--- src/rtl/multicycle_control.sv ---
`default_nettype none
// ============================================================================
// multicycle_control : RV32I multi-cycle main FSM with retired-instruction count
// Revision 1.0
// ============================================================================
module multicycle_control (
    input  logic        clk,
    input  logic        rst_n,
    input  logic        mem_ready,
    input  logic [6:0]  opcode,
    input  logic [2:0]  funct3,
    input  logic        funct7_5,
    input  logic        alu_zero,
    output logic        pc_write,
    output logic        adr_src,
    output logic        mem_write,
    output logic        ir_write,
    output logic        reg_write,
    output logic [1:0]  result_src,
    output logic [1:0]  alu_src_a,
    output logic [1:0]  alu_src_b,
    output logic [1:0]  IMM_Src,
    output logic [2:0]  alu_control,
    output logic        illegal,
    output logic        retire,
    output logic [31:0] instret,
    output logic [3:0]  state
);

    localparam logic [3:0] C_FETCH    = 4'd0;
    localparam logic [3:0] C_DECODE   = 4'd1;
    localparam logic [3:0] C_MEMADR   = 4'd2;
    localparam logic [3:0] C_MEMREAD  = 4'd3;
    localparam logic [3:0] C_MEMWB    = 4'd4;
    localparam logic [3:0] C_MEMWRITE = 4'd5;
    localparam logic [3:0] C_EXECR    = 4'd6;
    localparam logic [3:0] C_EXECI    = 4'd7;
    localparam logic [3:0] C_ALUWB    = 4'd8;
    localparam logic [3:0] C_BRANCH   = 4'd9;

    localparam logic [2:0] C_ADD = 3'b000;
    localparam logic [2:0] C_SUB = 3'b001;
    localparam logic [2:0] C_AND = 3'b010;
    localparam logic [2:0] C_OR  = 3'b011;
    localparam logic [2:0] C_XOR = 3'b100;
    localparam logic [2:0] C_SLT = 3'b101;
    localparam logic [2:0] C_SLL = 3'b110;
    localparam logic [2:0] C_SRL = 3'b111;

    logic [3:0]  state_q, state_d;
    logic [31:0] instret_q, instret_d;

    logic       w_is_load, w_is_store, w_is_rtype, w_is_itype, w_is_branch;
    logic       w_is_beq, w_is_bne;
    logic [2:0] w_alu_op;
    logic       w_alu_bad;
    logic       w_instr_illegal;

    assign w_is_load   = (opcode == 7'b0000011);
    assign w_is_store  = (opcode == 7'b0100011);
    assign w_is_rtype  = (opcode == 7'b0110011);
    assign w_is_itype  = (opcode == 7'b0010011);
    assign w_is_branch = (opcode == 7'b1100011);
    assign w_is_beq    = w_is_branch & (funct3 == 3'b000);
    assign w_is_bne    = w_is_branch & (funct3 == 3'b001);

    // funct3 decode shared by EXECR/EXECI; sub only exists in R-type
    always_comb begin
        w_alu_op  = C_ADD;
        w_alu_bad = 1'b0;
        case (funct3)
            3'b000:  w_alu_op = (w_is_rtype & funct7_5) ? C_SUB : C_ADD;
            3'b001:  w_alu_op = C_SLL;
            3'b010:  w_alu_op = C_SLT;
            3'b011:  w_alu_bad = 1'b1;
            3'b100:  w_alu_op = C_XOR;
            3'b101: begin
                w_alu_op  = C_SRL;
                w_alu_bad = funct7_5;
            end
            3'b110:  w_alu_op = C_OR;
            default: w_alu_op = C_AND;
        endcase
    end

    assign w_instr_illegal =
        ~(w_is_load | w_is_store | w_is_rtype | w_is_itype | w_is_branch) |
        ((w_is_rtype | w_is_itype) & w_alu_bad) |
        (w_is_branch & ~(w_is_beq | w_is_bne));

    always_ff @(posedge clk or negedge rst_n) begin
        if (!rst_n) begin
            state_q   <= C_FETCH;
            instret_q <= 32'd0;
        end else begin
            state_q   <= state_d;
            instret_q <= instret_d;
        end
    end

    always_comb begin
        state_d = C_FETCH;
        case (state_q)
            C_FETCH:    state_d = mem_ready ? C_DECODE : C_FETCH;
            C_DECODE: begin
                if (w_instr_illegal)                state_d = C_FETCH;
                else if (w_is_load | w_is_store)    state_d = C_MEMADR;
                else if (w_is_rtype)                state_d = C_EXECR;
                else if (w_is_itype)                state_d = C_EXECI;
                else                                state_d = C_BRANCH;
            end
            C_MEMADR:   state_d = w_is_store ? C_MEMWRITE : C_MEMREAD;
            C_MEMREAD:  state_d = mem_ready ? C_MEMWB : C_MEMREAD;
            C_MEMWB:    state_d = C_FETCH;
            C_MEMWRITE: state_d = mem_ready ? C_FETCH : C_MEMWRITE;
            C_EXECR:    state_d = C_ALUWB;
            C_EXECI:    state_d = C_ALUWB;
            C_ALUWB:    state_d = C_FETCH;
            C_BRANCH:   state_d = C_FETCH;
            default:    state_d = C_FETCH;
        endcase
    end

    always_comb begin
        pc_write    = 1'b0;
        adr_src     = 1'b0;
        mem_write   = 1'b0;
        ir_write    = 1'b0;
        reg_write   = 1'b0;
        result_src  = 2'b00;
        alu_src_a   = 2'b00;
        alu_src_b   = 2'b00;
        IMM_Src     = 2'b00;
        alu_control = C_ADD;
        illegal     = 1'b0;
        retire      = 1'b0;
        case (state_q)
            C_FETCH: begin
                alu_src_b  = 2'b10;
                result_src = 2'b10;
                ir_write   = mem_ready;
                pc_write   = mem_ready;
            end
            C_DECODE: begin
                alu_src_a = 2'b01;
                alu_src_b = 2'b01;
                IMM_Src   = 2'b10;
                illegal   = w_instr_illegal;
            end
            C_MEMADR: begin
                alu_src_a = 2'b10;
                alu_src_b = 2'b01;
                IMM_Src   = w_is_store ? 2'b01 : 2'b00;
            end
            C_MEMREAD: begin
                adr_src = 1'b1;
            end
            C_MEMWB: begin
                result_src = 2'b01;
                reg_write  = 1'b1;
                retire     = 1'b1;
            end
            C_MEMWRITE: begin
                adr_src   = 1'b1;
                mem_write = 1'b1;
                retire    = mem_ready;
            end
            C_EXECR: begin
                alu_src_a   = 2'b10;
                alu_control = w_alu_op;
            end
            C_EXECI: begin
                alu_src_a   = 2'b10;
                alu_src_b   = 2'b01;
                alu_control = w_alu_op;
            end
            C_ALUWB: begin
                reg_write = 1'b1;
                retire    = 1'b1;
            end
            C_BRANCH: begin
                alu_src_a   = 2'b10;
                alu_control = C_SUB;
                retire      = 1'b1;
                pc_write    = (w_is_beq & alu_zero) | (w_is_bne & ~alu_zero);
            end
            default: ;
        endcase
    end

    assign instret_d = instret_q + {31'd0, retire};
    assign instret   = instret_q;
    assign state     = state_q;

endmodule
`default_nettype wire

--- config.mk ---
export PLATFORM = sky130hd
export DESIGN_NAME = multicycle_control
export DESIGN_NICKNAME = d
export VERILOG_FILES = /design/src/rtl/multicycle_control.sv
export SDC_FILE = /design/constraint.sdc
export NUM_CORES = 1
export LEC_CHECK = 0
export BUFFER_PORTS_ARGS = -buffer_cell sky130_fd_sc_hd__buf_2
export CORE_ASPECT_RATIO = 0.9
export CORE_MARGIN = 10
export CORE_UTILIZATION = 36
export CTS_BUF_LIST = sky130_fd_sc_hd__clkbuf_8
export CTS_CLUSTER_DIAMETER = 120
export DETAILED_ROUTE_END_ITERATION = 6
export HOLD_SLACK_MARGIN = 0.05
export PLACE_DENSITY = 0.57
export SYNTH_ARGS = -nofsm -noshare
export SYNTH_HDL_FRONTEND = slang
export SYNTH_SLANG_ARGS = --single-unit
--- constraint.sdc ---
create_clock -name clk -period 4.5 [get_ports clk]
set_input_delay 0.675 -clock clk [delete_from_list [all_inputs] [get_ports clk]]
set_output_delay 0.675 -clock clk [all_outputs]
set_load 0.02 [all_outputs]
==> out/metrics.cfg, run 1 <==
[cts]
clk_latency_ps = 290
hold_buffers = 0
cts_inserted_buffers = 5
clock-sinks = 36
cts_root_buf = clkbuf_8
cts_max_level = 2
post_cts_resized = 0
clk_pin_slew_ps = 80
clockBufferDepth = 2
cts_tree = yes
cts_setup_buffers = 0

[critical_path]
r2r_start = state[2]
required_ps = 3830
rr_endpoint = instret[24]
crit_chain = or4b_1 > nor4_1 > buf_2
reg2reg_slack_ps = 1910
worst-setup-path-type = flop to output pin
crit_path_top_delay_cell = dfrtp_1
worstPathMaxFanout = 17
ff2ff_path_depth = 10
start_kind = flop
slowest_delay_ps = 630
worstPathArrival_ps = 1940
endpoint_kind = output pin

[min_path]
hold_class = input port to async pin

[synthesis]
yosysWarnings = 0
synth_seq_area_share_pct = 45.11
async_flop_share_pct = 100.0
synth_edf_count = 0
synth_flop_cell = dfrtp_1
netlist_instances = 200
synth_top_area_cell = dfrtp_1
yosysMostFrequentCell = dfrtp_1
syn_area_um2 = 1997
synth_nets = 217
synth_common_cells = dfrtp_1 (36), xnor2_1 (26), nand3_1 (17)
yosys_register_bits = 36
netlist.area_leader.share_pct = 45.11
syn_area_per_cell_um2 = 9.985
netlist_top_cells_area = dfrtp_1 (45%), xnor2_1 (11%), nand3_1 (4.3%)
yosys.cell_types.count = 43

[sta]
rsz0062_at_grt = no
skew_ps = 10.26
slew_violations = 0
setup_tns_ps = 0
setup_violations = 0
fin_ws_ps = 1887
min_period_ps = 2613
worst_slew_pin_slew_ps = 799.6
hold_viol = 0
slew_headroom_pct = 46.69
fin_crit_sh_pct = 58.07
max_freq_ghz = 0.3827

[routing]
vias_per_cell = 5.071
drt_pre_antenna_iters = 4
drc = 0
wire_per_inst_um = 14.64
dr.first_iter.drc_count = 39
via_count = 1704
drt_wl_total_mm = 4.919
postRouteAntennaNets = 0

[power]
powerDensity_nw_per_um2 = 303.2
irDropWorstVdd_mv = 0.2606
leakagePower_nw = 1.276

[floorplan]
ios = 69
start_util_pct = 37.55
die_w_um = 98.51
core_region_area_um2 = 5318
die_area_um2 = 8930
rows = 25
die_h_um = 90.66

[cells_and_area]
n_fill_cell = 517
final_nets = 285
drive_gt1_share_pct = 30.86
design_area_um2 = 2497
syn_to_final_growth_pct = 25.06
n_antenna_cell = 0

[place]
place_congestion = 0.8099
dp_hpwl_mm = 3.778
io_buffers = 68
detailedPlace.worstSlack_ps = 1880
dpl_cell_area_um2 = 2386

[grt]
grtUsageTotal_pct = 11.37
grt_overflow = 0
antenna_found_initial = 0
grt_pass1_wl_mm = 8.652
grt_max_degree = 37
grt_pass1_vias = 1792

[run_status]
status = finished, final reports clean

[flow_run]
maxCapViolCount = 0

metal layers:
layer,global-route usage [%],routed length [um],part of all wire [%]
met4,3.819,40,0.81
met3,3.826,272,5.5
met5,0,0,0
met2,17.30,2217,45
met1,14.63,2388,49
cell type report:
cell class | count | area (um2) | share of cell area, %
multi-input combinational | 150 | 1035 | 41.43
sequential | 36 | 900.9 | 36.07
timing repair buffer | 68 | 340.3 | 13.63
tap | 67 | 83.83 | 3.357
clock buffer | 5 | 68.82 | 2.756
clock inverter | 3 | 42.54 | 1.703
inverter | 7 | 26.28 | 1.052
worst max-delay path: cells and delay by family, from the launching register on:
kind                   cells  cell delay (ps)
AND/OR/NAND/NOR            2              780
flip-flops                 1              630
buffers and inverters      1              250
metrics by stage:
step,instances,hold slack (ps),utilization [%],total power [W]
after floorplan,200,379.4,-,0.0004361
after global placement,328,456.9,44.87,0.0004853
after detailed placement,328,463.5,44.87,0.0004833
after CTS,336,474.8,46.96,0.0007690
after global routing,336,498.1,46.96,0.0008021
final,336,466.3,46.96,0.0007573
power breakdown:
group | leakage, nW | switching [W] | internal (W)
clock network | 0.0541 | 0.000118 | 0.000164
registers | 0.495 | 0.0000218 | 0.000337
logic | 0.727 | 0.0000748 | 0.0000414
total | 1.28 | 0.000215 | 0.000543
state kept, by name, indices dropped and copies added, names as in the netlist:
| register | cells |
|---|---|
| instret | 32 |
| state | 4 |
placed cells by master (no fill, tap or decap), types with 2 or more instances in the layout:
master,n
buf_2,68
dfrtp_1,36
xnor2_1,26
nand3_1,17
nand2_1,15
nor2_1,12
nand4_1,10
xor2_1,8
inv_1,7
nor3_1,6
and3_1,5
clkbuf_8,5
nand2b_1,4
o21ai_0,4
nor4_1,4
a21oi_1,3
nor4_4,3
and2_1,3
o21ai_1,3
mux2i_1,2
a31oi_1,2
or4b_1,2
ha_1,2
worst max path at each step:
| stage | end | cells past startpoint | from |
|---|---|---|---|
| global route | instret[31] | 9 | state[2] |
| finish | IMM_Src[0] | 3 | state[1] |
| CTS | instret[22] | 10 | state[2] |
| floorplan | instret[30] | 11 | state[2] |
| detailed placement | instret[30] | 10 | state[2] |
| global placement | instret[30] | 10 | state[2] |
logic make-up (layout without fill, tap and decap cells):
logic type	count (synthesis)	count (layout)	synth area share, %
xor+xnor	34	34	14.91
buf+inv	14	83	3.070
flops	36	36	45.11
simple gates	91	91	28.01
fa+ha+maj	2	2	1.253
compound gates	21	21	6.642
mux	2	2	1.003
Note: power is estimated with default switching activity, not from simulation.
==> run 2: changes to the inputs <==
--- a/config.mk
+++ b/config.mk
@@ -5,6 +5,7 @@
 export SDC_FILE = /design/constraint.sdc
 export NUM_CORES = 1
 export LEC_CHECK = 0
+export ABC_AREA = 1
 export BUFFER_PORTS_ARGS = -buffer_cell sky130_fd_sc_hd__buf_2
 export CORE_ASPECT_RATIO = 0.9
 export CORE_MARGIN = 10
@@ -13,7 +14,7 @@
 export CTS_CLUSTER_DIAMETER = 120
 export DETAILED_ROUTE_END_ITERATION = 6
 export HOLD_SLACK_MARGIN = 0.05
-export PLACE_DENSITY = 0.57
+export PLACE_DENSITY = 0.55
 export SYNTH_ARGS = -nofsm -noshare
 export SYNTH_HDL_FRONTEND = slang
 export SYNTH_SLANG_ARGS = --single-unit
==> constraint.sdc (replaced) <==
create_clock -name clk -period 2.5 [get_ports clk]
set_input_delay 0.375 -clock clk [delete_from_list [all_inputs] [get_ports clk]]
set_output_delay 0.375 -clock clk [all_outputs]
set_load 0.02 [all_outputs]
==> run 2 against run 1 <==
Utilization down 0.55 points. Register-to-register slack lost 1600 ps. Sequential share of layout area decreased by 4.8 points. Sequential power up 84%. Design area is 16% higher. Largest power group unchanged. Clock power up 37%.
==> out/metrics.cfg, run 2 <==
[routing]
wire_per_inst_um = 13.47  ; -8.0%
dr.first_iter.drc_count = 73  ; +87%
drt_wl_total_mm = 6.869  ; +40%
drt_pre_antenna_iters = 4  ; unchanged
via_count = 2340  ; +37%
drc = 0  ; unchanged
postRouteAntennaNets = 0  ; unchanged
vias_per_cell = 4.588  ; -9.5%

[synthesis]
syn_area_per_cell_um2 = 6.736  ; -33%
netlist_top_cells_area = dfrtp_1 (38%), nand2_1 (19%), nor2_1 (8.5%)
yosysMostFrequentCell = nand2_1
synth_edf_count = 0  ; unchanged
synth_nets = 366  ; +69%
netlist.area_leader.share_pct = 38.32  ; -6.8 points
synth_flop_cell = dfrtp_1
yosysWarnings = 0  ; unchanged
async_flop_share_pct = 100.0  ; unchanged
synth_seq_area_share_pct = 38.32  ; -6.8 points
syn_area_um2 = 2351  ; +18%
synth_common_cells = nand2_1 (121), nor2_1 (53), inv_1 (48)
yosys.cell_types.count = 22  ; -49%
netlist_instances = 349  ; +75%
yosys_register_bits = 36  ; unchanged
synth_top_area_cell = dfrtp_1

[sta]
min_period_ps = 2205
setup_violations = 0  ; unchanged
slew_headroom_pct = 45.58  ; -1.1 points
rsz0062_at_grt = no
max_freq_ghz = 0.4535
worst_slew_pin_slew_ps = 816.3  ; +16.73 ps
setup_tns_ps = 0  ; unchanged
fin_crit_sh_pct = 88.21
hold_viol = 0  ; unchanged
skew_ps = 10.86  ; +0.5952 ps
slew_violations = 0  ; unchanged

[power]
leakagePower_nw = 1.524  ; +19%
total_power_w = 0.001564  ; +110%
p_int_w = 0.0009547  ; +76%
p_sw_w = 0.0006092  ; +180%
power_frac_comb_pct = 33.0  ; +18 points
seqPwrFrac_pct = 42.4  ; -5.0 points
powerDensity_nw_per_um2 = 542.0  ; +79%
p_clk_share_pct = 24.6  ; -13 points
irDropWorstVdd_mv = 0.3508  ; +35%
swShare_pct = 38.96  ; +11 points

[cts]
cts_max_level = 2  ; unchanged
cts_tree = yes
clockBufferDepth = 2  ; unchanged
post_cts_resized = 0  ; unchanged
clock-sinks = 36  ; unchanged
clk_pin_slew_ps = 80  ; about the same
clk_latency_ps = 280  ; about the same
cts_inserted_buffers = 5  ; unchanged
cts_root_buf = clkbuf_8

[critical_path]
required_ps = 2660  ; -1170 ps
reg2reg_slack_ps = 290  ; -1620 ps
worstPathMaxFanout = 6  ; -11
worst_path_most_repeated_cell = inv_1
crit_path_top_delay_cell = dfrtp_1
start_kind = flop
slowest_delay_ps = 430  ; -200 ps
worst-setup-path-type = flop to flop
crit_chain = inv_1 > nand2_1 > inv_1 > nand3_1 > nand4_1 > ha_1 > ha_1 > inv_1 > nor2_4 > nand2_4 > nor2_4 > nand3_1 > xor2_1
endpoint_kind = flop
cp_top_family = simple AND/OR/NAND/NOR gates
cp.buffers_inverters = 3  ; +2
worstPathArrival_ps = 2370  ; +430 ps

[cells_and_area]
final_common_cell = nand2_1
final_cell_mix = nand2_1 (121), buf_2 (68), nor2_1 (51)
final_core_util_pct = 46.42  ; -0.55 points
n_antenna_cell = 0  ; unchanged
design_area_um2 = 2885  ; +16%
largest_reg_flops = 32  ; unchanged
final_nets = 440  ; +54%
n_fill_cell = 707  ; +37%
drive_gt1_share_pct = 21.99  ; -8.9 points
syn_to_final_growth_pct = 22.72

[floorplan]
die_area_um2 = 10170  ; +14%
ios = 69  ; unchanged
rows = 27  ; +8.0%
die_h_um = 96.67  ; +6.6%
start_util_pct = 37.82  ; +0.27 points
die_w_um = 105.2  ; +6.8%
core_region_area_um2 = 6216  ; +17%

[grt]
grt_pass1_wl_mm = 11.60  ; +34%
antenna_found_initial = 0  ; unchanged
grt_overflow = 0  ; unchanged
grt_max_degree = 37  ; unchanged
grt_pass1_vias = 2363  ; +32%
grtUsageTotal_pct = 13.59  ; +2.2 points

[place]
dp_hpwl_mm = 5.875  ; +56%
io_buffers = 68  ; unchanged
dpl_cell_area_um2 = 2808  ; +18%
place_congestion = 0.9057  ; +12%

[min_path]
hold_class = input port to async pin

[run_status]
status = finished, final reports clean

[flow_run]
maxCapViolCount = 0  ; unchanged

## run 2: cell count changes after synthesis, moves of 5 or more
cell and delta:
inv_1 +41, nand4_1 -8, xor2_1 +6, and3_1 -5, nand2_1 +106, nand3_1 +9, nor2_2 +5, nor2_1 +41
xnor2_1 -24
## run 2: final cells by class
| class | count | area (um2) | area share [%] |
|---|---|---|---|
| multi-input combinational | 263 | 1270 | 44.02 |
| clock inverter | 2 | 8.758 | 0.3036 |
| sequential | 36 | 900.9 | 31.22 |
| inverter | 48 | 180.2 | 6.245 |
| timing repair buffer | 69 | 347.8 | 12.06 |
| clock buffer | 5 | 68.82 | 2.385 |
| tap | 87 | 108.9 | 3.773 |
## run 2: path summary, 6_finish.rpt
check | from | endpoint | cells after the start
min in group clk | opcode[4] | state[2] | 5
worst min register to register | instret[30] | instret[30] | 2
max in group asynchronous | rst_n | instret[10] | 1
worst max register to register | state[1] | instret[18] | 13
worst max-delay path | state[1] | instret[18] | 13
worst min-delay path | rst_n | instret[16] | 1
## run 2: cell families after synthesis
kind of cell	Yosys count	share of synthesized area, %
compound gates	14	3.353
xor+xnor	16	5.961
fa+ha+maj	2	1.064
buf+inv	50	8.302
flops	36	38.32
simple gates	231	43.00
## run 2: metrics by stage
step	worst slack, ps	hold WS [ps]	instances
5_1_grt	11.14	258.7	510
6_report	294.7	179.7	510
3_5_place_dp	261.6	489.8	503
3_3_place_gp	355.1	479.7	503
4_1_cts	234.3	216.8	510
2_1_floorplan	24.28	79.41	349
## run 2: timing repair
item,4_1_cts,5_1_grt
setup endpoints to repair,0,1
hold buffers,0,0
buffers inserted,0,0
endpoints found under the hold margin,0,0
## run 2: routing by layer
layer,GRT usage [%],routed length [um],part of all wire [%]
met1,17.29,3145,46
met2,21.21,3100,45
met3,4.169,485,7.1
met4,4.612,137,2.0
met5,0,0,0
## run 2: power groups by stage
stage | clock network (W) | logic [W] | registers (W)
floorplan | 0 | 0.000307 | 0.000714
global placement | 0 | 0.000526 | 0.000675
detailed placement | 0 | 0.000525 | 0.000673
CTS | 0.000405 | 0.000528 | 0.000662
global route | 0.000431 | 0.000574 | 0.000670
finish | 0.000385 | 0.000516 | 0.000662
